## config.mk

```make
export PLATFORM = sky130hd
export DESIGN_NAME = reg_file_seq_ctrl
export DESIGN_NICKNAME = d
export VERILOG_FILES = /design/src/rtl/reg_file_seq_pkg.sv /design/src/rtl/reg_file_seq_decode.sv /design/src/rtl/reg_file_seq_ctrl.sv
export SDC_FILE = /design/constraint.sdc
export NUM_CORES = 1
export LEC_CHECK = 0
export BUFFER_PORTS_ARGS = -buffer_cell sky130_fd_sc_hd__buf_2
export CAP_MARGIN = 0
export CELL_PAD_IN_SITES_DETAIL_PLACEMENT = 0
export CELL_PAD_IN_SITES_GLOBAL_PLACEMENT = 1
export CORE_ASPECT_RATIO = 0.7
export CORE_MARGIN = 3
export CORE_UTILIZATION = 39
export CTS_BUF_LIST = sky130_fd_sc_hd__clkbuf_8
export CTS_CLUSTER_DIAMETER = 40
export DETAILED_ROUTE_END_ITERATION = 12
export GPL_TIMING_DRIVEN = 0
export PLACE_DENSITY_LB_ADDON = 0.1
export SLEW_MARGIN = 10
export SYNTH_ARGS = -nofsm -noshare
export SYNTH_HDL_FRONTEND = slang
export SYNTH_HIERARCHICAL = 1
export SYNTH_SLANG_ARGS = --single-unit
```

## constraint.sdc

```tcl
create_clock -name CLK -period 2.9 [get_ports CLK]
set_clock_uncertainty 0.05 [all_clocks]
set_input_delay 0.435 -clock CLK [delete_from_list [all_inputs] [get_ports CLK]]
set_output_delay 0.435 -clock CLK [all_outputs]
set_load 0.02 [all_outputs]
```

## src/rtl/reg_file_seq_pkg.sv

```systemverilog
// Shared encodings for the register-file sequencer: instruction fields, opcodes,
// ALU operations and controller states.
package reg_file_seq_pkg;

  localparam int unsigned INSTR_W  = 16;
  localparam int unsigned OPC_W    = 4;
  localparam int unsigned REG_AW   = 3;
  localparam int unsigned ALU_OP_W = 3;
  localparam int unsigned IMM_W    = 6;
  localparam int unsigned TMO_W    = 4;

  localparam int unsigned OPC_LSB = 12;
  localparam int unsigned RD_LSB  = 9;
  localparam int unsigned RSA_LSB = 6;
  localparam int unsigned RSB_LSB = 3;
  localparam int unsigned IMM_LSB = 0;

  typedef enum logic [OPC_W-1:0] {
    OP_NOP  = 4'h0,
    OP_ADD  = 4'h1,
    OP_SUB  = 4'h2,
    OP_AND  = 4'h3,
    OP_OR   = 4'h4,
    OP_XOR  = 4'h5,
    OP_ADDI = 4'h6,
    OP_LD   = 4'h7,
    OP_ST   = 4'h8,
    OP_HALT = 4'hF
  } opcode_e;

  typedef enum logic [ALU_OP_W-1:0] {
    ALU_ADD = 3'd0,
    ALU_SUB = 3'd1,
    ALU_AND = 3'd2,
    ALU_OR  = 3'd3,
    ALU_XOR = 3'd4
  } alu_op_e;

  typedef enum logic [2:0] {
    ST_IDLE = 3'd0,
    ST_EXEC = 3'd1,
    ST_MEM  = 3'd2,
    ST_WB   = 3'd3,
    ST_HALT = 3'd4
  } state_e;

  function automatic logic [INSTR_W-1:0] zext_imm(input logic [IMM_W-1:0] imm6);
    return INSTR_W'(imm6);
  endfunction

endpackage

```

## src/rtl/reg_file_seq_decode.sv

```systemverilog
// Combinational opcode decode: instruction class flags and ALU control.
module reg_file_seq_decode
  import reg_file_seq_pkg::*;
(
  input  logic [INSTR_W-1:0]  instr,
  output logic                writes_rd,
  output logic                is_mem,
  output logic                is_store,
  output logic                is_halt,
  output logic                is_illegal,
  output logic [ALU_OP_W-1:0] alu_op,
  output logic                alu_b_sel
);

  logic [OPC_W-1:0] opc;
  logic             unused_fields;

  assign opc           = instr[OPC_LSB +: OPC_W];
  assign unused_fields = ^instr[OPC_LSB-1:0];

  always_comb begin
    writes_rd  = 1'b0;
    is_mem     = 1'b0;
    is_store   = 1'b0;
    is_halt    = 1'b0;
    is_illegal = 1'b0;
    alu_op     = ALU_ADD;
    alu_b_sel  = 1'b0;
    case (opc)
      OP_NOP:  ;
      OP_ADD:  writes_rd = 1'b1;
      OP_SUB:  begin writes_rd = 1'b1; alu_op = ALU_SUB; end
      OP_AND:  begin writes_rd = 1'b1; alu_op = ALU_AND; end
      OP_OR:   begin writes_rd = 1'b1; alu_op = ALU_OR;  end
      OP_XOR:  begin writes_rd = 1'b1; alu_op = ALU_XOR; end
      OP_ADDI: begin writes_rd = 1'b1; alu_b_sel = 1'b1; end
      // LD/ST reuse the ADD-with-immediate path to form the address
      OP_LD:   begin writes_rd = 1'b1; is_mem = 1'b1; alu_b_sel = 1'b1; end
      OP_ST:   begin is_mem = 1'b1; is_store = 1'b1; alu_b_sel = 1'b1; end
      OP_HALT: is_halt = 1'b1;
      default: is_illegal = 1'b1;
    endcase
  end

endmodule

```

## src/rtl/reg_file_seq_ctrl.sv

```systemverilog
// Multi-cycle sequencer driving the 8x16 register file, ALU and data memory.
// Optional REG_FILE_SEQ_R0_ZERO_EN: suppress writes to register 0.
module reg_file_seq_ctrl
  import reg_file_seq_pkg::*;
#(
  parameter int unsigned MEM_TIMEOUT = 15,
  parameter int unsigned RET_W       = 16
) (
  input  logic                CLK,
  input  logic                CLR_N,
  input  logic [INSTR_W-1:0]  instr,
  input  logic                instr_valid,
  output logic                instr_ready,
  input  logic                mem_ack,
  output logic [REG_AW-1:0]   rd_addr_a,
  output logic [REG_AW-1:0]   rd_addr_b,
  output logic [REG_AW-1:0]   wr_addr,
  output logic                wr_E,
  output logic [ALU_OP_W-1:0] alu_op,
  output logic                alu_b_sel,
  output logic [INSTR_W-1:0]  imm,
  output logic                wb_sel,
  output logic                mem_req,
  output logic                mem_we,
  output logic                halted,
  output logic                illegal,
  output logic                mem_err,
  output logic [RET_W-1:0]    retired
);

  state_e               state_q, state_nxt;
  logic [TMO_W-1:0]     tmo_q, tmo_nxt;
  logic                 is_mem_q, is_mem_nxt;
  logic                 is_store_q, is_store_nxt;

  logic                 instr_ready_nxt, wr_e_nxt, alu_b_sel_nxt, wb_sel_nxt;
  logic                 mem_req_nxt, mem_we_nxt, halted_nxt, illegal_nxt, mem_err_nxt;
  logic [REG_AW-1:0]    rd_addr_a_nxt, rd_addr_b_nxt, wr_addr_nxt;
  logic [ALU_OP_W-1:0]  alu_op_nxt;
  logic [INSTR_W-1:0]   imm_nxt;
  logic [RET_W-1:0]     retired_nxt;

  logic                 dec_writes_rd, dec_is_mem, dec_is_store, dec_is_halt, dec_is_illegal;
  logic [ALU_OP_W-1:0]  dec_alu_op;
  logic                 dec_alu_b_sel;
  logic                 hs;
  logic                 wr_block;

  reg_file_seq_decode u_decode (
    .instr      (instr),
    .writes_rd  (dec_writes_rd),
    .is_mem     (dec_is_mem),
    .is_store   (dec_is_store),
    .is_halt    (dec_is_halt),
    .is_illegal (dec_is_illegal),
    .alu_op     (dec_alu_op),
    .alu_b_sel  (dec_alu_b_sel)
  );

  assign hs = instr_valid & instr_ready;

`ifdef REG_FILE_SEQ_R0_ZERO_EN
  assign wr_block = (wr_addr == '0);
`else
  assign wr_block = 1'b0;
`endif

  always_ff @(posedge CLK) begin
    if (!CLR_N) begin
      state_q     <= ST_IDLE;
      tmo_q       <= '0;
      is_mem_q    <= 1'b0;
      is_store_q  <= 1'b0;
      instr_ready <= 1'b1;
      rd_addr_a   <= '0;
      rd_addr_b   <= '0;
      wr_addr     <= '0;
      wr_E        <= 1'b0;
      alu_op      <= '0;
      alu_b_sel   <= 1'b0;
      imm         <= '0;
      wb_sel      <= 1'b0;
      mem_req     <= 1'b0;
      mem_we      <= 1'b0;
      halted      <= 1'b0;
      illegal     <= 1'b0;
      mem_err     <= 1'b0;
      retired     <= '0;
    end else begin
      state_q     <= state_nxt;
      tmo_q       <= tmo_nxt;
      is_mem_q    <= is_mem_nxt;
      is_store_q  <= is_store_nxt;
      instr_ready <= instr_ready_nxt;
      rd_addr_a   <= rd_addr_a_nxt;
      rd_addr_b   <= rd_addr_b_nxt;
      wr_addr     <= wr_addr_nxt;
      wr_E        <= wr_e_nxt;
      alu_op      <= alu_op_nxt;
      alu_b_sel   <= alu_b_sel_nxt;
      imm         <= imm_nxt;
      wb_sel      <= wb_sel_nxt;
      mem_req     <= mem_req_nxt;
      mem_we      <= mem_we_nxt;
      halted      <= halted_nxt;
      illegal     <= illegal_nxt;
      mem_err     <= mem_err_nxt;
      retired     <= retired_nxt;
    end
  end

  // Next state plus next value of every registered output
  always_comb begin
    state_nxt     = state_q;
    tmo_nxt       = '0;
    is_mem_nxt    = is_mem_q;
    is_store_nxt  = is_store_q;
    rd_addr_a_nxt = rd_addr_a;
    rd_addr_b_nxt = rd_addr_b;
    wr_addr_nxt   = wr_addr;
    alu_op_nxt    = alu_op;
    alu_b_sel_nxt = alu_b_sel;
    imm_nxt       = imm;
    wb_sel_nxt    = 1'b0;
    halted_nxt    = halted;
    illegal_nxt   = illegal;
    mem_err_nxt   = mem_err;
    retired_nxt   = retired;

    case (state_q)
      ST_IDLE: begin
        if (hs) begin
          if (dec_is_illegal) begin
            illegal_nxt = 1'b1;
          end else if (dec_is_halt) begin
            state_nxt   = ST_HALT;
            halted_nxt  = 1'b1;
            retired_nxt = retired + RET_W'(1);
          end else if (dec_writes_rd || dec_is_mem) begin
            state_nxt     = ST_EXEC;
            is_mem_nxt    = dec_is_mem;
            is_store_nxt  = dec_is_store;
            rd_addr_a_nxt = instr[RSA_LSB +: REG_AW];
            rd_addr_b_nxt = instr[RSB_LSB +: REG_AW];
            wr_addr_nxt   = instr[RD_LSB +: REG_AW];
            alu_op_nxt    = dec_alu_op;
            alu_b_sel_nxt = dec_alu_b_sel;
            imm_nxt       = zext_imm(instr[IMM_LSB +: IMM_W]);
          end else begin
            retired_nxt = retired + RET_W'(1);
          end
        end
      end
      ST_EXEC: state_nxt = is_mem_q ? ST_MEM : ST_WB;
      ST_MEM: begin
        // An ack on the final allowed cycle still wins over the timeout
        if (mem_ack) begin
          if (is_store_q) begin
            state_nxt   = ST_IDLE;
            retired_nxt = retired + RET_W'(1);
          end else begin
            state_nxt  = ST_WB;
            wb_sel_nxt = 1'b1;
          end
        end else if (tmo_q == TMO_W'(MEM_TIMEOUT - 1)) begin
          state_nxt   = ST_IDLE;
          mem_err_nxt = 1'b1;
        end else begin
          tmo_nxt = tmo_q + TMO_W'(1);
        end
      end
      ST_WB: begin
        state_nxt   = ST_IDLE;
        retired_nxt = retired + RET_W'(1);
      end
      ST_HALT: state_nxt = ST_HALT;
      default: state_nxt = ST_IDLE;
    endcase

    instr_ready_nxt = (state_nxt == ST_IDLE);
    mem_req_nxt     = (state_nxt == ST_MEM);
    mem_we_nxt      = (state_nxt == ST_MEM) && is_store_q;
    wr_e_nxt        = (state_nxt == ST_WB) && !wr_block;
  end

endmodule

```

# [Word level (Yosys, flattened, before mapping)]
# Index checks and enable logic that the tools add are counted.
[totals] regBits=52 wordCells=88
[classes] add_sub_neg=2 eq_ne=21 muxes=23 n_bitwise=6 reduce_logical=17
[ops] op="two-way mux 16 bit" count=6
[ops] op="case mux 16 bit (3 select lines)" count=1
[ops] op="case mux 3 bit (4 select lines)" count=2
[ops] op="two-way mux 3 bit" count=6
[ops] op="adder 16 x 1 -> 16 bit (second input constant)" count=1
[ops] op="== test 4 x 3 -> 1 bit (second input constant)" count=4
[ops] op="== test 3 x 2 -> 1 bit (second input constant)" count=4
[ops] op="== test 4 bit (second input constant)" count=3
[ops] op="OR reduction 10 bit" count=1
[ops] op="AND reduction 3 bit" count=3
[ops] op="== test 4 x 2 -> 1 bit (second input constant)" count=2
[ops] op="inequality test 2 bit (second input constant)" count=4
[ops] op="two-way mux 1 bit" count=7
[ops] op="OR reduction 7 bit" count=1
[ops] op="logical NOT 3 bit" count=2
[ops] op="AND reduction 6 bit" count=1
[ops] op="inverter 1 bit" count=5
[ops] op="AND reduction 5 bit" count=1
[ops] op="adder 4 x 1 -> 4 bit (second input constant)" count=1
[ops] op="== test 4 x 1 -> 1 bit (second input constant)" count=1
[ops] op="logical NOT 4 bit" count=1
[ops] op="AND reduction 4 bit" count=1
[ops] op="OR reduction 4 bit" count=1
[ops] op="== test 3 x 1 -> 1 bit (second input constant)" count=1
[ops] op="other kinds (9)" count=9

# [Depth between registers and ports, before layout]
# Gate-level depths: netlist (run 1).
[depth] depth_word=11 mapped_depth=9

# [By module]
# Netlist (run 1), hierarchy kept.
[modules_own_cells] module="reg_file_seq_ctrl" instances=1 cells_each=236 area_each_um2=2177.1 seq_area_each_um2=980.9
[modules_own_cells] module="reg_file_seq_decode" instances=1 cells_each=18 area_each_um2=126.4 seq_area_each_um2=0.0

# [Least setup slack after synthesis (run 1)]
# Ideal clock, no wire load.
[synth_timing] path_kind="input -> register" startpoint="input instr[13]" endpoint="register retired[13]" arrival_time_ps=2356 slack_ps=422 stages=8 n_path_buf=2 cell_sequence="buf_6 -> nor3_2 -> and3b_1 -> o21ba_1 -> a2111o_1 -> buf_6 -> or4_1 -> a21oi_1"
[synth_between] elab_chain_len=6 elab_cells_between_ends=24
[synth_lines] item="start: declaration" line_no="reg_file_seq_ctrl.sv:11" rtl="input logic [INSTR_W-1:0] instr,"
[synth_lines] item="== test 4 x 1 -> 1 bit, or another cell as far along" line_no="reg_file_seq_decode.sv:29" rtl="case (opc)"
[synth_lines] item="OR reduction 7 bit (no line), or another cell as far along"
[synth_lines] item="two-way mux 1 bit or two-way mux 16 bit (tied branches)" line_no="reg_file_seq_decode.sv:29, reg_file_seq_ctrl.sv:135"
[synth_lines] item="logical OR 1 bit or two-way mux 16 bit (tied branches)" line_no="reg_file_seq_ctrl.sv:139, reg_file_seq_ctrl.sv:133"
[synth_lines] item="inequality test 3 bit (no line) or two-way mux 16 bit (tied branches)"
[synth_lines] item="AND reduction 6 bit (no line) or case mux 16 bit (3 select lines) (tied branches)"
[synth_lines] item="end signal: assignment" line_no="reg_file_seq_ctrl.sv:108" rtl="retired <= retired_nxt;"
[synth_lines] item="end: declaration" line_no="reg_file_seq_ctrl.sv:28" rtl="output logic [RET_W-1:0] retired"
# Parallel ways exist; a longest one is shown, timed or not. The select of a mux whose other input is x is not followed.
# A chain may end at the register's enable or synchronous reset.

# [Final worst setup path (run 1)]
[layout_timing] startpoint="input instr[12]" endpoint="register retired[5]"
[layout_between] elab_chain_len=6 elab_cells_between_ends=24
[layout_lines] item="== test 4 x 3 -> 1 bit or == test 4 bit (tied branches)" line_no="reg_file_seq_decode.sv:29"
[layout_lines] item="OR reduction 2 bit (no line) *"
[layout_lines] item="two-way mux 1 bit *" line_no="reg_file_seq_decode.sv:29"
[layout_lines] item="net dec_is_mem" line_no="reg_file_seq_ctrl.sv:43" rtl="logic dec_writes_rd, dec_is_mem, dec_is_store, dec_is_halt, dec_is_illegal;"
[layout_lines] item="logical OR 1 bit *" line_no="reg_file_seq_ctrl.sv:139" rtl="end else if (dec_writes_rd || dec_is_mem) begin"
[layout_lines] item="inequality test 3 bit (no line) *"
[layout_lines] item="AND reduction 6 bit (no line) *"
# The timed path passes the listed nets; every way through them passes the cells marked *. The select of a mux whose other input is x is not followed.

==> results of run 1 <==
## sequential cells by signal, summed over array words and instances, names as in the netlist, 3 cells and up
register and count:
retired 16, tmo_q 4, alu_op 3, imm 3
rd_addr_a 3, rd_addr_b 3, state_q 3, wr_addr 3
## worst max-delay path by stage
stage | startpoint | to | slack [ps] | depth (start not counted)
6_report | instr[12] | retired[5]$_SDFFE_PN0P_ | 480 | 9
5_1_grt | instr[12] | retired[0]$_SDFFE_PN0P_ | 250 | 9
4_1_cts | instr[12] | retired[5]$_SDFFE_PN0P_ | 510 | 9
3_5_place_dp | instr[12] | retired[0]$_SDFFE_PN0P_ | 200 | 9
3_3_place_gp | instr[12] | retired[1]$_SDFFE_PN0P_ | 160 | 9
2_1_floorplan | instr[13] | retired[13]$_SDFFE_PN0P_ | 420 | 8
## logic make-up (layout without fill, tap and decap cells)
family                     Yosys count  after routing  synth area share
AOI/OAI and AO/OA                   48             48            0.1407
muxes                               19             19           0.08256
other                                1             10          0.001628
buffers and inverters               36            103           0.09288
DFF                                 49             49            0.4259
adders and majority gates            3              3           0.01630
and+or+nand+nor                     95             95            0.2287
xor gates and xnor gates             3              3           0.01141
## final cells by class
cell class	instances	area, µm²	share of cell area
Timing Repair Buffer	59	295.3	0.1051
Multi-Input combinational cell	178	1142	0.4067
Sequential cell	49	980.9	0.3492
Clock buffer	5	68.82	0.02450
Tap cell	72	90.09	0.03207
Inverter	7	26.28	0.009354
Clock inverter	3	17.52	0.006236
Buffer	29	187.7	0.06682
## per-stage QoR
| step | util | hold slack (ps) |
|---|---|---|
| 5_1_grt | 0.5128 | 309.1 |
| 3_5_place_dp | 0.4970 | 406.7 |
| 2_1_floorplan | - | 379.7 |
| 6_report | 0.5128 | 316.5 |
| 4_1_cts | 0.5128 | 310.8 |
| 3_3_place_gp | 0.4970 | 395.6 |
## power groups by stage
stage / registers, mW / logic (mW) / clock network (mW)
3_5_place_dp: 0.735 / 0.284 / 0
6_report: 0.720 / 0.283 / 0.397
4_1_cts: 0.720 / 0.285 / 0.410
5_1_grt: 0.723 / 0.311 / 0.434
2_1_floorplan: 0.761 / 0.177 / 0
3_3_place_gp: 0.735 / 0.283 / 0
## synthesized netlist by cell type (5+ instances only)
library cell	number	area, µm²
a21oi_1	16	80.08
and3b_1	5	43.79
buf_4	14	105.1
clkbuf_1	9	33.78
dfxtp_1	49	980.9
inv_1	6	22.52
mux2i_1	19	190.2
nand2_1	7	26.28
nand3_1	11	55.05
nor2_1	32	120.1
o21ai_0	5	25.02
o31ai_1	12	90.09
or4_1	11	82.58
## per-layer routing
metal | GRT usage | share of wire
met1 | 0.2173 | 0.52
met2 | 0.2021 | 0.40
met3 | 0.04391 | 0.070
met4 | 0.03687 | 0.0080
met5 | 0 | 0
## critical path, stage by stage
cell and delay [ps]:
buf_2 140, nor3_2 280, a32o_1 230, o21bai_1 120, o22ai_1 250, clkbuf_1 380
clkbuf_1 440, o21ai_0 170, a21oi_1 150
==> impl_metrics.py, run 1 <==
metrics = {
    "outcome": {
        "outcome": "finished, final reports clean",
    },
    "synthesis": {
        "synth_cells": 254,
        "yosys_register_bits": 49,
        "yosysSeqAreaShare": 0.4259,
        "yosysWarnings": 6,
        "synth_area_per_cell_um2": 9.069,
        "synth_ff_type": "dfxtp_1",
        "synthesis.area_um2": 2303,
        "async_reset_ff_frac": 0,
        "synth_cell_types": 48,
        "synth_edf_count": 0,
    },
    "drt": {
        "drtIter0Drc": 81,
        "dr.pass1.iters": 4,
        "vias": 1995,
        "drc": 0,
        "ant_nets": 0,
        "wl_per_cell_um": 12.77,
        "wirelength_um": 5132,
        "via_per_inst": 4.963,
    },
    "timing": {
        "fin_tns_setup_ps": 0,
        "slew_viol_final": 0,
        "finalCritPeriodShare": 0.8328,
        "fmax_ghz": 0.4141,
        "final-setup-viol-count": 0,
        "finalHoldViolations": 0,
        "fin_crit_ps": 2415,
        "rsz0062_at_grt": "no",
        "setup_ws_ps": 484.9,
    },
    "global_routing": {
        "antenna_found_initial": 0,
        "grt_pass1_vias": 1758,
        "grt_pass1_wl_um": 8307,
        "grt-ovfl-total": 0,
        "grt_max_degree": 16,
        "gr-usage-all-layers": 0.1458,
    },
    "clocking": {
        "post_cts_buffers": 0,
        "htree_levels": 2,
        "root_buffer": "clkbuf_8",
        "path_clk_slew_ps": 90,
        "clockBufferDepth": 2,
        "clk_latency_ps": 300,
        "cts_tree": "built",
        "cts_buffers": 5,
        "clock_sinks": 49,
        "ctsHoldBuffers": 0,
        "ctsResizeCount": 0,
    },
    "power_and_ir_drop": {
        "sw_frac_of_total": 0.3024,
        "powerDensity_nw_per_um2": 498.1,
        "p_seq_frac": 0.514,
        "p_sw_mw": 0.4231,
        "ir_worst_vdd_mv": 0.1889,
        "finalPower_mw": 1.399,
        "combPwrFrac": 0.202,
        "cellLeakagePower_nw": 1.200,
        "p_int_mw": 0.9759,
        "p_clk_frac": 0.284,
    },
    "finish": {
        "stdcell_count": 402,
        "final_nets": 352,
        "area_growth_pct": 21.94,
        "layout_commonest_cell": "buf_2",
        "layout_common_cells": "62 x buf_2, 49 x dfxtp_1, 32 x nor2_1, 19 x mux2i_1, 16 x a21oi_1",
        "diodes": 0,
        "n_fill_cell": 542,
        "drive_gt1_frac": 0.2697,
        "design_area_um2": 2809,
    },
    "placed_design": {
        "io_buffer_count": 59,
        "gp_congestion": 0.7793,
        "dp.cells": 394,
        "place_ws_ps": 204.3,
        "dp_hpwl_um": 3846,
        "dpl-instance-area_um2": 2723,
    },
    "die": {
        "die_w_um": 97.86,
        "dieArea_um2": 6879,
        "start_util": 0.4205,
        "die_y_um": 70.30,
        "rows": 22,
        "ios": 73,
        "coreArea_um2": 5478,
    },
    "job": {
        "maxCapViolations": 0,
    },
    "worst_setup_path": {
        "r2r_end": "retired[5]$_SDFFE_PN0P_",
        "crit_type": "input port to register",
        "rr_startpoint": "state_q[1]$_SDFF_PN0_",
        "crit_path_end_kind": "register",
        "required_ps": 3080,
        "path_max_fanout": 10,
        "arrival_ps": 2600,
        "r2r_cells": 7,
        "critPathLaunchType": "input port",
        "rrSetupSlack_ps": 730,
    },
    "min_path": {
        "min_from": "instr[4]",
        "hp-class": "input port to register",
        "worstHoldPathCells": 3,
        "whs_endpoint": "rd_addr_b[1]$_SDFFE_PN0P_",
    },
}
(Power assumes the default switching activity.)
==> inputs of run 2 (changes only) <==
==> constraint.sdc (replaced) <==
create_clock -name CLK -period 2.3 [get_ports CLK]
set_clock_uncertainty 0.05 [all_clocks]
set_input_delay 0.345 -clock CLK [delete_from_list [all_inputs] [get_ports CLK]]
set_output_delay 0.345 -clock CLK [all_outputs]
set_load 0.02 [all_outputs]
==> impl_metrics.py, run 2 (synthesis gave the netlist of run 1 again) <==
metrics = {
    "power_and_ir_drop": {
        "sw_frac_of_total": 0.2918,
        "finalPower_mw": 1.778,
        "combPwrFrac": 0.205,
        "ir_worst_vdd_mv": 0.2225,
        "p_sw_mw": 0.5188,
        "p_int_mw": 1.259,
        "cellLeakagePower_nw": 1.217,
        "p_clk_frac": 0.284,
        "p_seq_frac": 0.511,
        "powerDensity_nw_per_um2": 627.3,
    },
    "die": {
        "ios": 73,
        "rows": 22,
        "start_util": 0.4205,
        "dieArea_um2": 6879,
        "die_w_um": 97.86,
        "die_y_um": 70.30,
        "coreArea_um2": 5478,
    },
    "min_path": {
        "min_from": "instr[3]",
        "worstHoldPathCells": 3,
        "whs_endpoint": "rd_addr_b[0]$_SDFFE_PN0P_",
        "hp-class": "input port to register",
    },
    "global_routing": {
        "grt_pass1_vias": 1779,
        "gr-usage-all-layers": 0.1511,
        "grt_max_degree": 14,
        "grt-ovfl-total": 0,
        "grt_pass1_wl_um": 8521,
        "antenna_found_initial": 0,
    },
    "worst_setup_path": {
        "r2r_end": "retired[13]$_SDFFE_PN0P_",
        "arrival_ps": 2390,
        "r2r_cells": 6,
        "crit_path_top_delay_cell": "or4_1",
        "required_ps": 2480,
        "critPathLaunchType": "input port",
        "crit_path_cell_trace": "buf_2, nor3_4, and3b_1, o21ba_1, a2111o_1, buf_6, or4_1, a21oi_2",
        "crit_type": "input port to register",
        "crit_path_end_kind": "register",
        "rr_startpoint": "state_q[1]$_SDFF_PN0_",
        "cp_slowest_stage_delay_ps": 480,
        "rrSetupSlack_ps": 310,
        "path_max_fanout": 10,
    },
    "placed_design": {
        "place_ws_ps": -330.2,
        "dp_hpwl_um": 3864,
        "gp_congestion": 0.7672,
        "io_buffer_count": 59,
        "dpl-instance-area_um2": 2729,
    },
    "finish": {
        "final_nets": 353,
        "design_area_um2": 2834,
        "drive_gt1_frac": 0.2758,
        "postLayoutCoreUtil": 0.5174,
        "diodes": 0,
        "layout_common_cells": "60 x buf_2, 49 x dfxtp_1, 32 x nor2_1, 19 x mux2i_1",
        "area_growth_pct": 23.03,
        "regMostFlops": "retired",
        "n_fill_cell": 547,
        "layout_commonest_cell": "buf_2",
        "multi_input_area_um2": 1152,
        "largest_reg_flops": 16,
        "register_area_um2": 980.9,
        "reg_top3": "retired x16, tmo_q x4",
    },
    "clocking": {
        "clock_sinks": 49,
        "clockBufferDepth": 2,
        "cts_tree": "built",
        "root_buffer": "clkbuf_8",
        "clk_latency_ps": 300,
        "cts_buffers": 5,
        "path_clk_slew_ps": 80,
        "htree_levels": 2,
        "ctsHoldBuffers": 0,
    },
    "timing": {
        "slew_viol_final": 0,
        "final-setup-viol-count": 0,
        "finalCritPeriodShare": 0.9607,
        "setup_ws_ps": 90.37,
        "fin_crit_ps": 2210,
        "rsz0062_at_grt": "no",
        "finalHoldViolations": 0,
        "fmax_ghz": 0.4526,
        "holdWs_ps": 226.2,
    },
    "drt": {
        "wirelength_um": 5177,
        "dr.pass1.iters": 4,
        "wl_per_cell_um": 12.88,
        "drtIter0Drc": 62,
        "ant_nets": 0,
        "vias": 2016,
        "via_per_inst": 5.015,
        "drc": 0,
    },
    "outcome": {
        "outcome": "finished, final reports clean",
    },
    "job": {
        "maxCapViolations": 0,
    },
}
## run 2: how the worst max path moves through the flow
stage,startpoint,depth (start not counted),slack (ps),endpoint
after floorplan,instr[13],8,20,retired[13]$_SDFFE_PN0P_
after global placement,instr[14],9,-320,retired[1]$_SDFFE_PN0P_
after detailed placement,instr[14],9,-330,retired[1]$_SDFFE_PN0P_
after CTS,instr[14],8,70,retired[13]$_SDFFE_PN0P_
after global routing,instr[12],8,4,retired[13]$_SDFFE_PN0P_
final,instr[12],8,90,retired[13]$_SDFFE_PN0P_
## run 2: power by group through the flow
| stage | Combinational, mW | Clock, mW | Sequential, mW |
|---|---|---|---|
| after CTS | 0.362 | 0.523 | 0.908 |
| after global routing | 0.402 | 0.550 | 0.913 |
| after detailed placement | 0.360 | 0 | 0.927 |
| after global placement | 0.359 | 0 | 0.926 |
| final | 0.365 | 0.506 | 0.908 |
| after floorplan | 0.224 | 0 | 0.959 |
## run 2: per-stage QoR
| stage | TNS, ps | instances |
|---|---|---|
| finish | 0 | 402 |
| global route | 0 | 402 |
| floorplan | 0 | 263 |
| global placement | -5148 | 394 |
| CTS | 0 | 401 |
| detailed placement | -5458 | 394 |
## run 2: final cells by class
| type | instances | share of cell area |
|---|---|---|
| flip-flops and latches | 49 | 0.3461 |
| clock inverters | 1 | 0.001325 |
| repair buffers | 60 | 0.1068 |
| inverters | 7 | 0.009272 |
| clock buffers | 6 | 0.02914 |
| plain buffers | 29 | 0.06887 |
| well taps | 72 | 0.03179 |
| multi-input cells | 178 | 0.4066 |
## run 2: metal layers
layer,up-vias,global-route usage,part of all wire
met3,5,0.04391,0.066
met4,0,0.05069,0.0095
li1,1037,-,-
met1,917,0.2266,0.52
met5,-,0,0
met2,57,0.2029,0.40
## run 2: what timing repair did
action	4_1_cts	5_1_grt
pin swaps	0	1
endpoints found under the setup margin	8	20
gates resized for setup	1	5
setup buffers	0	1
## run 2: worst max-delay path: cells and delay by family
kind            cells  cell delay (ps)
buf+inv             2              300
simple gates        3              950
compound gates      3              800
